$ cat config.mk
export PLATFORM = sky130hd
export DESIGN_NAME = smc_rdata_lite_flat
export DESIGN_NICKNAME = d
export VERILOG_FILES = /design/src/rtl/smc_rdata_lite_pkg.sv /design/src/rtl/smc_rdata_lite_if.sv /design/src/rtl/smc_rdata_lane_lite.sv /design/src/rtl/smc_rdata_lite.sv /design/src/flat_wrapper.sv
export SDC_FILE = /design/constraint.sdc
export NUM_CORES = 1
export LEC_CHECK = 0
export CORE_AREA = 2 2 77 79
export DETAILED_ROUTE_END_ITERATION = 16
export DIE_AREA = 0 0 79 81
export GPL_ROUTABILITY_DRIVEN = 1
export PLACE_DENSITY = 0.83
export SLEW_MARGIN = 20
export SYNTH_ARGS = -nofsm -noshare
export SYNTH_HDL_FRONTEND = slang
export SYNTH_SLANG_ARGS = --single-unit
$ cat constraint.sdc
create_clock -name sys_clk -period 2.4 [get_ports sys_clk]
set_clock_uncertainty 0.15 [all_clocks]
set_input_delay 0.24 -clock sys_clk [delete_from_list [all_inputs] [get_ports sys_clk]]
set_output_delay 0.24 -clock sys_clk [all_outputs]
set_load 0.02 [all_outputs]
$ cat src/rtl/smc_rdata_lite_pkg.sv
// Shared size codes, FSM encodings and access-count helper for the lite SMC
// read-data path.
package smc_rdata_lite_pkg;

  localparam logic [1:0] XSIZ_8  = 2'b00;
  localparam logic [1:0] XSIZ_16 = 2'b01;
  localparam logic [1:0] XSIZ_32 = 2'b10;

  localparam logic [1:0] BSIZ_8  = 2'b00;
  localparam logic [1:0] BSIZ_16 = 2'b01;
  localparam logic [1:0] BSIZ_32 = 2'b10;

  localparam logic [1:0] ST_IDLE    = 2'd0;
  localparam logic [1:0] ST_COLLECT = 2'd1;
  localparam logic [1:0] ST_DONE    = 2'd2;

  // Reserved code 2'b11 behaves as a 32-bit size
  function automatic logic [1:0] norm_size(input logic [1:0] s);
    return (s == 2'b11) ? 2'b10 : s;
  endfunction

  function automatic logic [2:0] acc_count(input logic [1:0] xs, input logic [1:0] bs);
    logic [1:0] x;
    logic [1:0] b;
    x = norm_size(xs);
    b = norm_size(bs);
    if (x == XSIZ_32 && b == BSIZ_8)  return 3'd4;
    if (x == XSIZ_32 && b == BSIZ_16) return 3'd2;
    if (x == XSIZ_16 && b == BSIZ_8)  return 3'd2;
    return 3'd1;
  endfunction

endpackage

$ cat src/rtl/smc_rdata_lite_if.sv
// EMI-side read-return bus into the assembler and the assembled AHB-side result.
interface smc_rdata_lite_if #(parameter int DW = 32);
  logic          valid_access;
  logic [1:0]    v_xfer_size;
  logic [1:0]    v_bus_size;
  logic [1:0]    smc_addr_lsb;
  logic          rd_strobe;
  logic [DW-1:0] data_smc;
  logic          smc_done;
  logic [DW-1:0] read_data;
  logic          read_valid;
  logic          busy;
  logic          rd_err;

  modport master (
    output valid_access, v_xfer_size, v_bus_size, smc_addr_lsb,
           rd_strobe, data_smc, smc_done,
    input  read_data, read_valid, busy, rd_err
  );

  modport slave (
    input  valid_access, v_xfer_size, v_bus_size, smc_addr_lsb,
           rd_strobe, data_smc, smc_done,
    output read_data, read_valid, busy, rd_err
  );
endinterface

$ cat src/rtl/smc_rdata_lane_lite.sv
// Combinational lane steering: replicates narrow data across lanes and produces
// the byte enables for the lane(s) addressed by the EMI LSBs.
module smc_rdata_lane_lite
  import smc_rdata_lite_pkg::*;
#(
  parameter int DW = 32
) (
  input  logic [1:0]    i_bus_size,
  input  logic [1:0]    i_xfer_size,
  input  logic [1:0]    i_addr_lsb,
  input  logic [DW-1:0] i_data,
  output logic [3:0]    o_be,
  output logic [DW-1:0] o_data
);

  always_comb begin
    o_be   = 4'b1111;
    o_data = i_data;
    case (i_bus_size)
      BSIZ_8: begin
        o_be   = 4'b0001 << i_addr_lsb;
        o_data = {4{i_data[7:0]}};
      end
      BSIZ_16: begin
        o_be   = i_addr_lsb[1] ? 4'b1100 : 4'b0011;
        o_data = {2{i_data[15:0]}};
      end
      default: begin
        // Full-width bus: data is already lane-aligned, only mask by transfer size
        case (i_xfer_size)
          XSIZ_8:  o_be = 4'b0001 << i_addr_lsb;
          XSIZ_16: o_be = i_addr_lsb[1] ? 4'b1100 : 4'b0011;
          default: o_be = 4'b1111;
        endcase
      end
    endcase
  end

endmodule

$ cat src/rtl/smc_rdata_lite.sv
// Read-data assembler: collects 1, 2 or 4 EMI accesses into one AHB word and
// pulses read_valid the cycle after the final strobe.
module smc_rdata_lite
  import smc_rdata_lite_pkg::*;
#(
  parameter int DW = 32,
  parameter int CW = 3
) (
  input  logic             sys_clk,
  input  logic             n_sys_reset,
  smc_rdata_lite_if.slave  bus
);

  logic [1:0]    r_state;
  logic [CW-1:0] r_cnt;
  logic [DW-1:0] r_acc;
  logic [1:0]    r_xsz;
  logic [1:0]    r_bsz;
  logic          r_err;

  logic [3:0]    w_be;
  logic [DW-1:0] w_steer;
  logic [DW-1:0] w_mask;
  logic          w_rsv;

  smc_rdata_lane_lite #(.DW(DW)) u_lane (
    .i_bus_size  (r_bsz),
    .i_xfer_size (r_xsz),
    .i_addr_lsb  (bus.smc_addr_lsb),
    .i_data      (bus.data_smc),
    .o_be        (w_be),
    .o_data      (w_steer)
  );

  assign w_mask = {{8{w_be[3]}}, {8{w_be[2]}}, {8{w_be[1]}}, {8{w_be[0]}}};
  assign w_rsv  = (bus.v_xfer_size == 2'b11) || (bus.v_bus_size == 2'b11);

  always_ff @(posedge sys_clk or negedge n_sys_reset) begin
    if (!n_sys_reset) begin
      r_state <= ST_IDLE;
      r_cnt   <= '0;
      r_acc   <= '0;
      r_xsz   <= '0;
      r_bsz   <= '0;
      r_err   <= 1'b0;
    end else if (bus.valid_access) begin
      // A new transfer always wins, discarding any coincident strobe
      r_state <= ST_COLLECT;
      r_cnt   <= CW'(acc_count(bus.v_xfer_size, bus.v_bus_size));
      r_acc   <= '0;
      r_xsz   <= norm_size(bus.v_xfer_size);
      r_bsz   <= norm_size(bus.v_bus_size);
      r_err   <= w_rsv || bus.rd_strobe;
    end else begin
      r_err <= 1'b0;
      case (r_state)
        ST_COLLECT: begin
          if (bus.rd_strobe) begin
            r_acc <= (r_acc & ~w_mask) | (w_steer & w_mask);
            r_cnt <= r_cnt - 1'b1;
          end
          if (bus.rd_strobe && r_cnt == CW'(1)) begin
            r_state <= ST_DONE;
          end else if (bus.smc_done) begin
            r_state <= ST_IDLE;
          end
        end
        ST_DONE: begin
          r_state <= ST_IDLE;
          r_err   <= bus.rd_strobe;
        end
        default: begin
          r_state <= ST_IDLE;
          r_err   <= bus.rd_strobe;
        end
      endcase
    end
  end

  assign bus.read_data  = r_acc;
  assign bus.read_valid = (r_state == ST_DONE);
  assign bus.busy       = (r_state == ST_COLLECT);
  assign bus.rd_err     = r_err;

endmodule
$ cat src/flat_wrapper.sv
// flat-port wrapper written by rule: the top's interface ports become plain ports
module smc_rdata_lite_flat import smc_rdata_lite_pkg::*;
#(
  parameter int DW = 32,
  parameter int CW = 3
)
  (sys_clk, n_sys_reset, bus_valid_access, bus_v_xfer_size, bus_v_bus_size, bus_smc_addr_lsb, bus_rd_strobe, bus_data_smc, bus_smc_done, bus_read_data, bus_read_valid, bus_busy, bus_rd_err);
  smc_rdata_lite_if #(.DW(DW)) bus_i ();
  input  logic sys_clk;
  input  logic n_sys_reset;
  input wire logic [$bits(bus_i.valid_access)-1:0] bus_valid_access;
  input wire logic [$bits(bus_i.v_xfer_size)-1:0] bus_v_xfer_size;
  input wire logic [$bits(bus_i.v_bus_size)-1:0] bus_v_bus_size;
  input wire logic [$bits(bus_i.smc_addr_lsb)-1:0] bus_smc_addr_lsb;
  input wire logic [$bits(bus_i.rd_strobe)-1:0] bus_rd_strobe;
  input wire logic [$bits(bus_i.data_smc)-1:0] bus_data_smc;
  input wire logic [$bits(bus_i.smc_done)-1:0] bus_smc_done;
  output wire logic [$bits(bus_i.read_data)-1:0] bus_read_data;
  output wire logic [$bits(bus_i.read_valid)-1:0] bus_read_valid;
  output wire logic [$bits(bus_i.busy)-1:0] bus_busy;
  output wire logic [$bits(bus_i.rd_err)-1:0] bus_rd_err;
  assign bus_i.valid_access = bus_valid_access;
  assign bus_i.v_xfer_size = bus_v_xfer_size;
  assign bus_i.v_bus_size = bus_v_bus_size;
  assign bus_i.smc_addr_lsb = bus_smc_addr_lsb;
  assign bus_i.rd_strobe = bus_rd_strobe;
  assign bus_i.data_smc = bus_data_smc;
  assign bus_i.smc_done = bus_smc_done;
  assign bus_read_data = bus_i.read_data;
  assign bus_read_valid = bus_i.read_valid;
  assign bus_busy = bus_i.busy;
  assign bus_rd_err = bus_i.rd_err;
  smc_rdata_lite #(.DW(DW), .CW(CW)) u_core (.sys_clk(sys_clk), .n_sys_reset(n_sys_reset), .bus(bus_i));
endmodule
==> results of run 1 <==
-- cells in the mapped netlist, drive strengths merged --
cell / instances / share of area
a21oi: 12 / 0.024
ha: 2 / 0.0098
a21o: 3 / 0.0089
or2: 1 / 0.0025
o22ai: 1 / 0.0025
clkbuf: 10 / 0.015
xnor2: 2 / 0.0069
nand3b: 2 / 0.0059
nand2: 19 / 0.028
a211oi: 17 / 0.055
inv: 15 / 0.022
a221oi: 1 / 0.0034
a311oi: 1 / 0.0034
nor4b: 1 / 0.0034
o21a: 1 / 0.0030
o21bai: 2 / 0.0074
buf: 7 / 0.018
a211o: 1 / 0.0034
nor2b: 11 / 0.030
mux2i: 24 / 0.094
nand2b: 35 / 0.086
o21ai: 20 / 0.041
mux2: 18 / 0.091
and3b: 1 / 0.0034
nor2: 5 / 0.0074
and4b: 1 / 0.0039
o32ai: 1 / 0.0034
dfrtp: 42 / 0.41
a31o: 1 / 0.0034
-- per-layer routing --
metal	track usage	wire (µm)	up-vias
li1	-	-	1033
met1	0.271	2750	1007
met2	0.346	3040	64
met3	0.0444	340	6
met4	0.0655	80	0
met5	0	0	-
-- worst reg2reg max path: stages (launching register included) --
cell	delay, ps
dfrtp_1	410
o21ai_0	370
a211o_1	500
mux2_4	350
-- worst max path at each step --
stage                            from                  endpoint  slack [ps]
floorplan             u_core.r_bsz[1]  u_core.bus.read_data[10]         670
global placement        bus_rd_strobe  u_core.bus.read_data[14]         230
detailed placement      bus_rd_strobe  u_core.bus.read_data[11]         190
CTS                 u_core.r_state[1]                  bus_busy         470
global route          u_core.r_bsz[1]  u_core.bus.read_data[14]         320
finish              u_core.r_state[1]                  bus_busy         470
-- through the flow --
stage                     utilization  cell area (µm²)
after global placement          0.591             3350
after detailed placement        0.591             3350
after floorplan                     -             2540
after global routing            0.612             3470
final                           0.612             3470
after CTS                       0.612             3470
-- sequential cells by signal, summed over array words and instances, names as in the netlist --
| register | count |
|---|---|
| u_core.r_bsz | 2 |
| u_core.bus.rd_err | 1 |
| u_core.r_xsz | 2 |
| u_core.r_cnt | 3 |
| u_core.r_state | 2 |
| u_core.bus.read_data | 32 |
-- cell usage in the layout (no fill, tap or decap), types with 2 or more instances in the layout --
| cell type | synthesis | final |
|---|---|---|
| inv_1 | 15 | 15 |
| mux2_2 | 10 | 10 |
| xnor2_1 | 2 | 2 |
| dfrtp_1 | 42 | 42 |
| ha_1 | 2 | 2 |
| clkdlybuf4s50_1 | 0 | 75 |
| a21oi_1 | 12 | 12 |
| mux2_4 | 8 | 8 |
| buf_4 | 0 | 5 |
| nand3b_1 | 2 | 2 |
| o21ai_0 | 19 | 19 |
| a211oi_1 | 16 | 16 |
| nand2b_1 | 35 | 35 |
| nor2b_1 | 10 | 10 |
| buf_2 | 4 | 2 |
| clkbuf_8 | 0 | 5 |
| mux2i_1 | 24 | 24 |
| nand2_1 | 19 | 19 |
| nor2_1 | 5 | 5 |
| a21o_1 | 3 | 3 |
-- logic make-up (layout without fill, tap and decap cells) --
logic type               Yosys count  after routing  synth area share
multiplexers                      42             42             0.186
AND/OR/NAND/NOR                   76             76             0.171
flip-flops                        42             42             0.413
adder cells (fa/ha/maj)            2              2           0.00984
AO/OA/AOI/OAI                     61             61             0.158
XOR/XNOR                           2              2           0.00689
buffers and inverters             32            106            0.0551
-- power breakdown --
part	leakage (nW)	switching [mW]	internal, mW	total [mW]
Sequential	0.556	0.0397	0.772	0.812
Clock	0.0514	0.253	0.311	0.563
Combinational	0.860	0.300	0.307	0.607
-- cell type report --
type	instances	share of cell area
Sequential cell	42	0.303
Timing Repair Buffer	83	0.233
Tap cell	75	0.0270
Inverter	15	0.0162
Clock inverter	2	0.0108
Clock buffer	6	0.0209
Multi-Input combinational cell	183	0.390
==> metrics.csv, run 1 <==
metric,value,unit
pwr dens,571,nW/µm²
Hold Worst Slack,286,ps
maximum vdd ir drop,0.000274,V
number of max-cap violations,0,
ANT cells,0,
"Critical Path, Cell by Cell",nand2b_1 > inv_1 > clkdlybuf4s50_1,
actual slew at the worst max-slew pin,937,ps
DR iter-0 viols,116,
final worst slack,471,ps
RSZ-0062 raised after global routing,no,
drt drc,0,
launching point of the worst reg2reg path,u_core.r_xsz[1],
CTS tree,done,
Final Cycle Share,0.804,
die width,79,µm
synth unique cells,36,
"Setup Fix Bufs, Post-CTS",0,
Crit Path Class,register to output pin,
Layout fillers,480,
clock latency on the worst-skew pair,300,ps
Rows,28,
Final ANT Viol Nets,0,
clock slew at reported path FFs,80,ps
HP Start,u_core.r_cnt[2],
R2R setup slack,510,ps
yosys warns,0,
chip height,81,µm
placer congestion estimate,0.839,
endpoints failing setup,0,
clk buf depth,2,
root buffer cell,clkbuf_8,
layout cells sized above 1,0.115,
CP max stage cell,clkdlybuf4s50_1,
FF/Latch Area,1050,µm²
Worst Hold Depth,1,
CTS buffer count,5,
Worst path depth,3,
register bit count reported by yosys,42,
status,"complete, no violations",
Final Hold Fails,0,
Max stage delay on crit path,590,ps
Critical R2R Capture,u_core.bus.read_data[11],
Avg Synthesized Cell Area,9.90,µm²
Layout area overhead,36.5,%
CP arrival,1540,ps
all-layer global routing usage,0.207,
Core Area,5680,µm²
placed instance count,397,
GRT overflow,0,
Synth Cell Area,2540,µm²
Via-to-Cell Ratio,5.20,
Final TNS setup,0,ps
final net count,375,
CP required,2010,ps
hold crit path type,register to register,
Worst Reg-to-Reg Cells,3,
max frequency,0.518,GHz
DRT Pass-1 Iters,4,
Post-Layout Cell Count,406,
initial antenna violation count,0,
clock sink total,42,
Max H-tree Level,2,
Post-Synthesis Net Count,302,
WL final,6.22,mm
wire per inst,15.3,µm
largest net degree at the start of global routing,71,
min Tclk post-route,1930,ps
P_leak,1.47,nW
Via Count,2110,
fin. max-slew vios,0,
Starting Density,0.448,
IO buf count,77,
crit path buf inv count,2,
cell family with most CP delay,buffers and inverters,
Multi-input gate area,1350,µm²
CP endpoint kind,output pin,
IO Count,78,
die area,6400,µm²
CP Launch Type,register,
Post-Syn Instances,257,
total power,1.98,mW
post-DP HPWL,4.44,mm
crit-path max FO,4,
CTS Hold Bufs,1,
register area share after synthesis,0.413,
Place WS,192,ps
vias in the first global route,2049,
first-pass GRT wire length,10.2,mm
post_cts resized,0,
Rel. slew slack,0.375,
Hold Path End,u_core.r_state[1],
(Power assumes the default switching activity.)
==> inputs of run 2 (changes only) <==
Settings changed: CORE_AREA 2 2 77 79 to 2 2 80 82, DIE_AREA 0 0 79 81 to 0 0 82 84, PLACE_DENSITY 0.83 to 0.8.
Clock period 2.4 ns to 1.65 ns, I/O delays scaled along.
==> metrics.csv, run 2 (synthesis results as in run 1) <==
metric,value,unit
fin. max-slew vios,0,
Final Cycle Share,1.04,
placer congestion estimate,0.810,
CP max stage cell,a211o_4,
Via-to-Cell Ratio,5.08,
placed instance count,424,
IO buf count,77,
final worst slack,-59.7,ps
vias in the first global route,2232,
DRT Pass-1 Iters,4,
largest net degree at the start of global routing,71,
number of max-cap violations,0,
CTS buffer count,5,
Sw Pwr,924,µW
die width,82,µm
Final ANT Viol Nets,0,
Max H-tree Level,2,
all-layer global routing usage,0.202,
Net Sw Frac,0.303,
Rel. slew slack,0.677,
CTS tree,done,
clock latency on the worst-skew pair,290,ps
drt drc,0,
Finished Cell Area,3840,µm²
P_leak,1.65,nW
RSZ-0062 raised after global routing,yes,
CP Launch Type,register,
R2R setup slack,-60,ps
"Critical Path, Cell by Cell",and3b_1 > nor2_4 > a211o_4 > mux2_4,
initial antenna violation count,0,
Layout area overhead,51.0,%
"commonest non-fill, non-tap cell in the layout",clkdlybuf4s50_1,
status,"complete, but fails checks",
Place WS,-389,ps
hold crit path type,input pin to async pin,
sequential share of power,0.387,
die area,6890,µm²
maximum vdd ir drop,0.000377,V
DR iter-0 viols,157,
Crit Path Class,register to register,
cell internal pwr,2.13,mW
Core Area,6100,µm²
Comb pwr share,0.346,
launching point of the worst reg2reg path,u_core.r_state[1],
WL final,6.89,mm
max reg flops,32,
most frequent cells in the layout,"clkdlybuf4s50_1 (73), dfrtp_1 (41), nand2b_1 (35)",
Final Hold Fails,0,
clk buf depth,2,
Hold Worst Slack,207,ps
GRT overflow,0,
root buffer cell,clkbuf_8,
first-pass GRT wire length,10.9,mm
total power,3.05,mW
post-DP HPWL,4.95,mm
wire per inst,15.9,µm
Clk pwr share,0.266,
Worst Reg-to-Reg Cells,4,
CP arrival,1740,ps
crit-path max FO,8,
clock slew at reported path FFs,80,ps
Starting Density,0.417,
endpoints failing setup,11,
pwr dens,794,nW/µm²
CP endpoint kind,register,
Max stage delay on crit path,390,ps
clock sink total,42,
max frequency,0.585,GHz
Post-Layout Cell Count,434,
Final Util,0.630,
CP required,1690,ps
chip height,84,µm
layout cells sized above 1,0.241,
Final TNS setup,-461,ps
cell area after placement,3600,µm²
ANT cells,0,
Via Count,2205,
actual slew at the worst max-slew pin,484,ps
IO Count,78,
failing checks,negative setup slack,
Critical R2R Capture,u_core.bus.read_data[15],
min Tclk post-route,1710,ps
Rows,29,
final net count,401,
run 2: cell types whose count changed in the layout (fill, tap and decap cells not counted), moves of 5 or more:
cell      delta
buf_12       +5
buf_4       +18
a211oi_1    -13
a211oi_2    +13
run 2: worst max-delay path: cells and delay by family, from the launching register on:
family	cells	cell delay [ps]
mux	1	320
simple gates	2	360
flops	1	380
compound gates	1	390
run 2: how the worst max path moves through the flow:
stage | startpoint | to | slack [ps] | cells after the start
2_1_floorplan | u_core.r_bsz[0] | u_core.bus.read_data[10] | -30 | 6
3_3_place_gp | bus_smc_addr_lsb[1] | u_core.bus.read_data[10] | -320 | 4
3_5_place_dp | bus_smc_addr_lsb[1] | u_core.bus.read_data[8] | -390 | 4
4_1_cts | u_core.r_bsz[1] | u_core.bus.read_data[15] | -20 | 4
5_1_grt | u_core.r_bsz[1] | u_core.bus.read_data[12] | -90 | 4
6_report | u_core.r_state[1] | u_core.bus.read_data[15] | -60 | 4
run 2: what timing repair did:
| action | 4_1_cts | 5_1_grt |
|---|---|---|
| hold endpoints to repair | 18 | 0 |
| pin swaps | 2 | 3 |
| setup endpoints to repair | 15 | 33 |
| gates cloned | 0 | 0 |
| gates resized for setup | 12 | 22 |
| buffers inserted | 1 | 0 |
| hold buffers | 1 | 0 |
run 2: final cells by class:
| class | count | area [µm²] |
|---|---|---|
| fillers | 501 | 2250 |
| clock buffers | 5 | 68.8 |
| flip-flops and latches | 42 | 1050 |
| clock inverters | 3 | 40.0 |
| multi-input cells | 183 | 1450 |
| well taps | 77 | 96.3 |
| inverters | 15 | 56.3 |
| repair buffers | 109 | 1070 |
run 2: layer usage:
metal,wire [µm],GRT usage
met1,3020,0.274
met2,3450,0.331
met3,308,0.0368
met4,112,0.0485
met5,0,0
run 2: power by group through the flow:
stage,Combinational [mW],Sequential [mW],Clock (mW)
2_1_floorplan,0.436,1.28,0
3_3_place_gp,0.964,1.20,0
3_5_place_dp,0.986,1.20,0
4_1_cts,1.01,1.18,0.826
5_1_grt,1.14,1.19,0.861
6_report,1.06,1.18,0.811
==> inputs of run 3 (changes only) <==
Settings changed: CORE_AREA 2 2 80 82 to 2 2 83 85, DIE_AREA 0 0 82 84 to 0 0 85 87, PLACE_DENSITY 0.8 to 0.76.
==> metrics.csv, run 3 (synthesis results as in run 1) <==
metric,value,unit
CP required,1680,ps
post-DP HPWL,4.97,mm
all-layer global routing usage,0.182,
Max stage delay on crit path,460,ps
Layout area overhead,51.3,%
CTS tree,done,
Final ANT Viol Nets,0,
Crit Path Class,register to register,
Final Hold Fails,0,
status,"complete, but fails checks",
root buffer cell,clkbuf_8,
die width,85,µm
IO buf count,77,
wire per inst,15.4,µm
chip height,87,µm
IO Count,78,
max reg flops,32,
hold crit path type,input pin to async pin,
placer congestion estimate,0.803,
failing checks,negative setup slack,
clk buf depth,2,
Final Util,0.586,
fin. max-slew vios,0,
Layout fillers,581,
RSZ-0062 raised after global routing,yes,
vias in the first global route,2202,
ANT cells,0,
final net count,408,
Rows,30,
WL final,6.83,mm
DRT Pass-1 Iters,4,
max frequency,0.578,GHz
largest net degree at the start of global routing,71,
drt drc,0,
crit-path max FO,8,
Final Cycle Share,1.05,
min Tclk post-route,1730,ps
maximum vdd ir drop,0.000412,V
final worst slack,-79.9,ps
P_leak,1.68,nW
CP endpoint kind,register,
GRT overflow,0,
CP arrival,1760,ps
CTS buffer count,5,
most frequent cells in the layout,"clkdlybuf4s50_1 (72), dfrtp_1 (41), nand2b_1 (35)",
actual slew at the worst max-slew pin,499,ps
clock sink total,42,
total power,2.88,mW
Via-to-Cell Ratio,5.02,
layout cells sized above 1,0.240,
clock latency on the worst-skew pair,290,ps
clock slew at reported path FFs,80,ps
pwr dens,748,nW/µm²
Max H-tree Level,2,
Starting Density,0.387,
"commonest non-fill, non-tap cell in the layout",clkdlybuf4s50_1,
DR iter-0 viols,98,
endpoints failing setup,8,
Core Area,6570,µm²
CP max stage cell,dfrtp_2,
first-pass GRT wire length,10.7,mm
die area,7400,µm²
CP Launch Type,register,
Via Count,2223,
number of max-cap violations,0,
Rel. slew slack,0.667,
initial antenna violation count,0,
"Critical Path, Cell by Cell",and4b_2 > a211o_1 > buf_12 > mux2_4,
-- run 3: cell types whose count changed in the layout (fill, tap and decap cells not counted), sizes merged --
cell and delta:
dlymetal6s2s +1, clkdlybuf4s50 -1, bufinv -1, buf +7
-- run 3: where the power goes --
group	switching, mW	total, mW	internal (mW)
logic	0.491	1.06	0.567
clock network	0.352	0.637	0.285
registers	0.0593	1.18	1.12
-- run 3: worst paths after layout --
check,from,to,slack [ps],cells after the start
min in group sys_clk,bus_valid_access,u_core.bus.read_data[20],230,3
hold reg to reg,u_core.r_cnt[2],u_core.r_state[1],280,1
setup / recovery,u_core.r_bsz[1],u_core.bus.read_data[15],-80,4
setup reg to reg,u_core.r_bsz[1],u_core.bus.read_data[15],-80,4
max in group asynchronous,n_sys_reset,u_core.r_bsz[1],640,3
hold / removal,n_sys_reset,u_core.r_state[1],210,2
-- run 3: metrics by stage --
step                      worst slack (ps)  instances  setup TNS [ps]  cell area [µm²]  hold WS [ps]
after floorplan                      -26.1        257            -209             2550          -281
after global placement                -255        429           -5130             3640         -9.11
after detailed placement              -276        429           -6150             3640          3.02
after CTS                            -50.7        440            -345             3750           212
after global routing                 -99.5        443           -1210             3850           242
final                                -79.9        443            -569             3850           212
-- run 3: layer usage --
layer | global-route usage | share of wire | wire (µm)
met5 | 0 | 0 | 0
met3 | 0.0379 | 0.040 | 270
met2 | 0.318 | 0.52 | 3520
met4 | 0.0346 | 0.0091 | 62
met1 | 0.234 | 0.44 | 2980
-- run 3: repair_timing --
item / 4_1_cts / 5_1_grt
endpoints found under the hold margin: 19 / 0
hold buffers: 1 / 0
endpoints found under the setup margin: 18 / 34
buffers inserted: 3 / 3
gates cloned: 0 / 0
pin swaps: 2 / 3
gates resized for setup: 6 / 22
-- run 3: final cells by class --
type                       count  area, µm²  share of cell area
multi-input combinational    183       1430               0.370
tap                           80        100              0.0260
timing repair buffer         116       1130               0.295
clock buffer                   5       68.8              0.0179
clock inverter                 2       10.0             0.00260
sequential                    42       1050               0.273
inverter                      15       56.3              0.0146
-- run 3: worst max-delay path: cells and delay by family (launching register included) --
family | cells | cell delay (ps)
AND/OR/NAND/NOR | 1 | 240
AO/OA/AOI/OAI | 1 | 310
multiplexers | 1 | 300
buffers and inverters | 1 | 160
flip-flops | 1 | 460
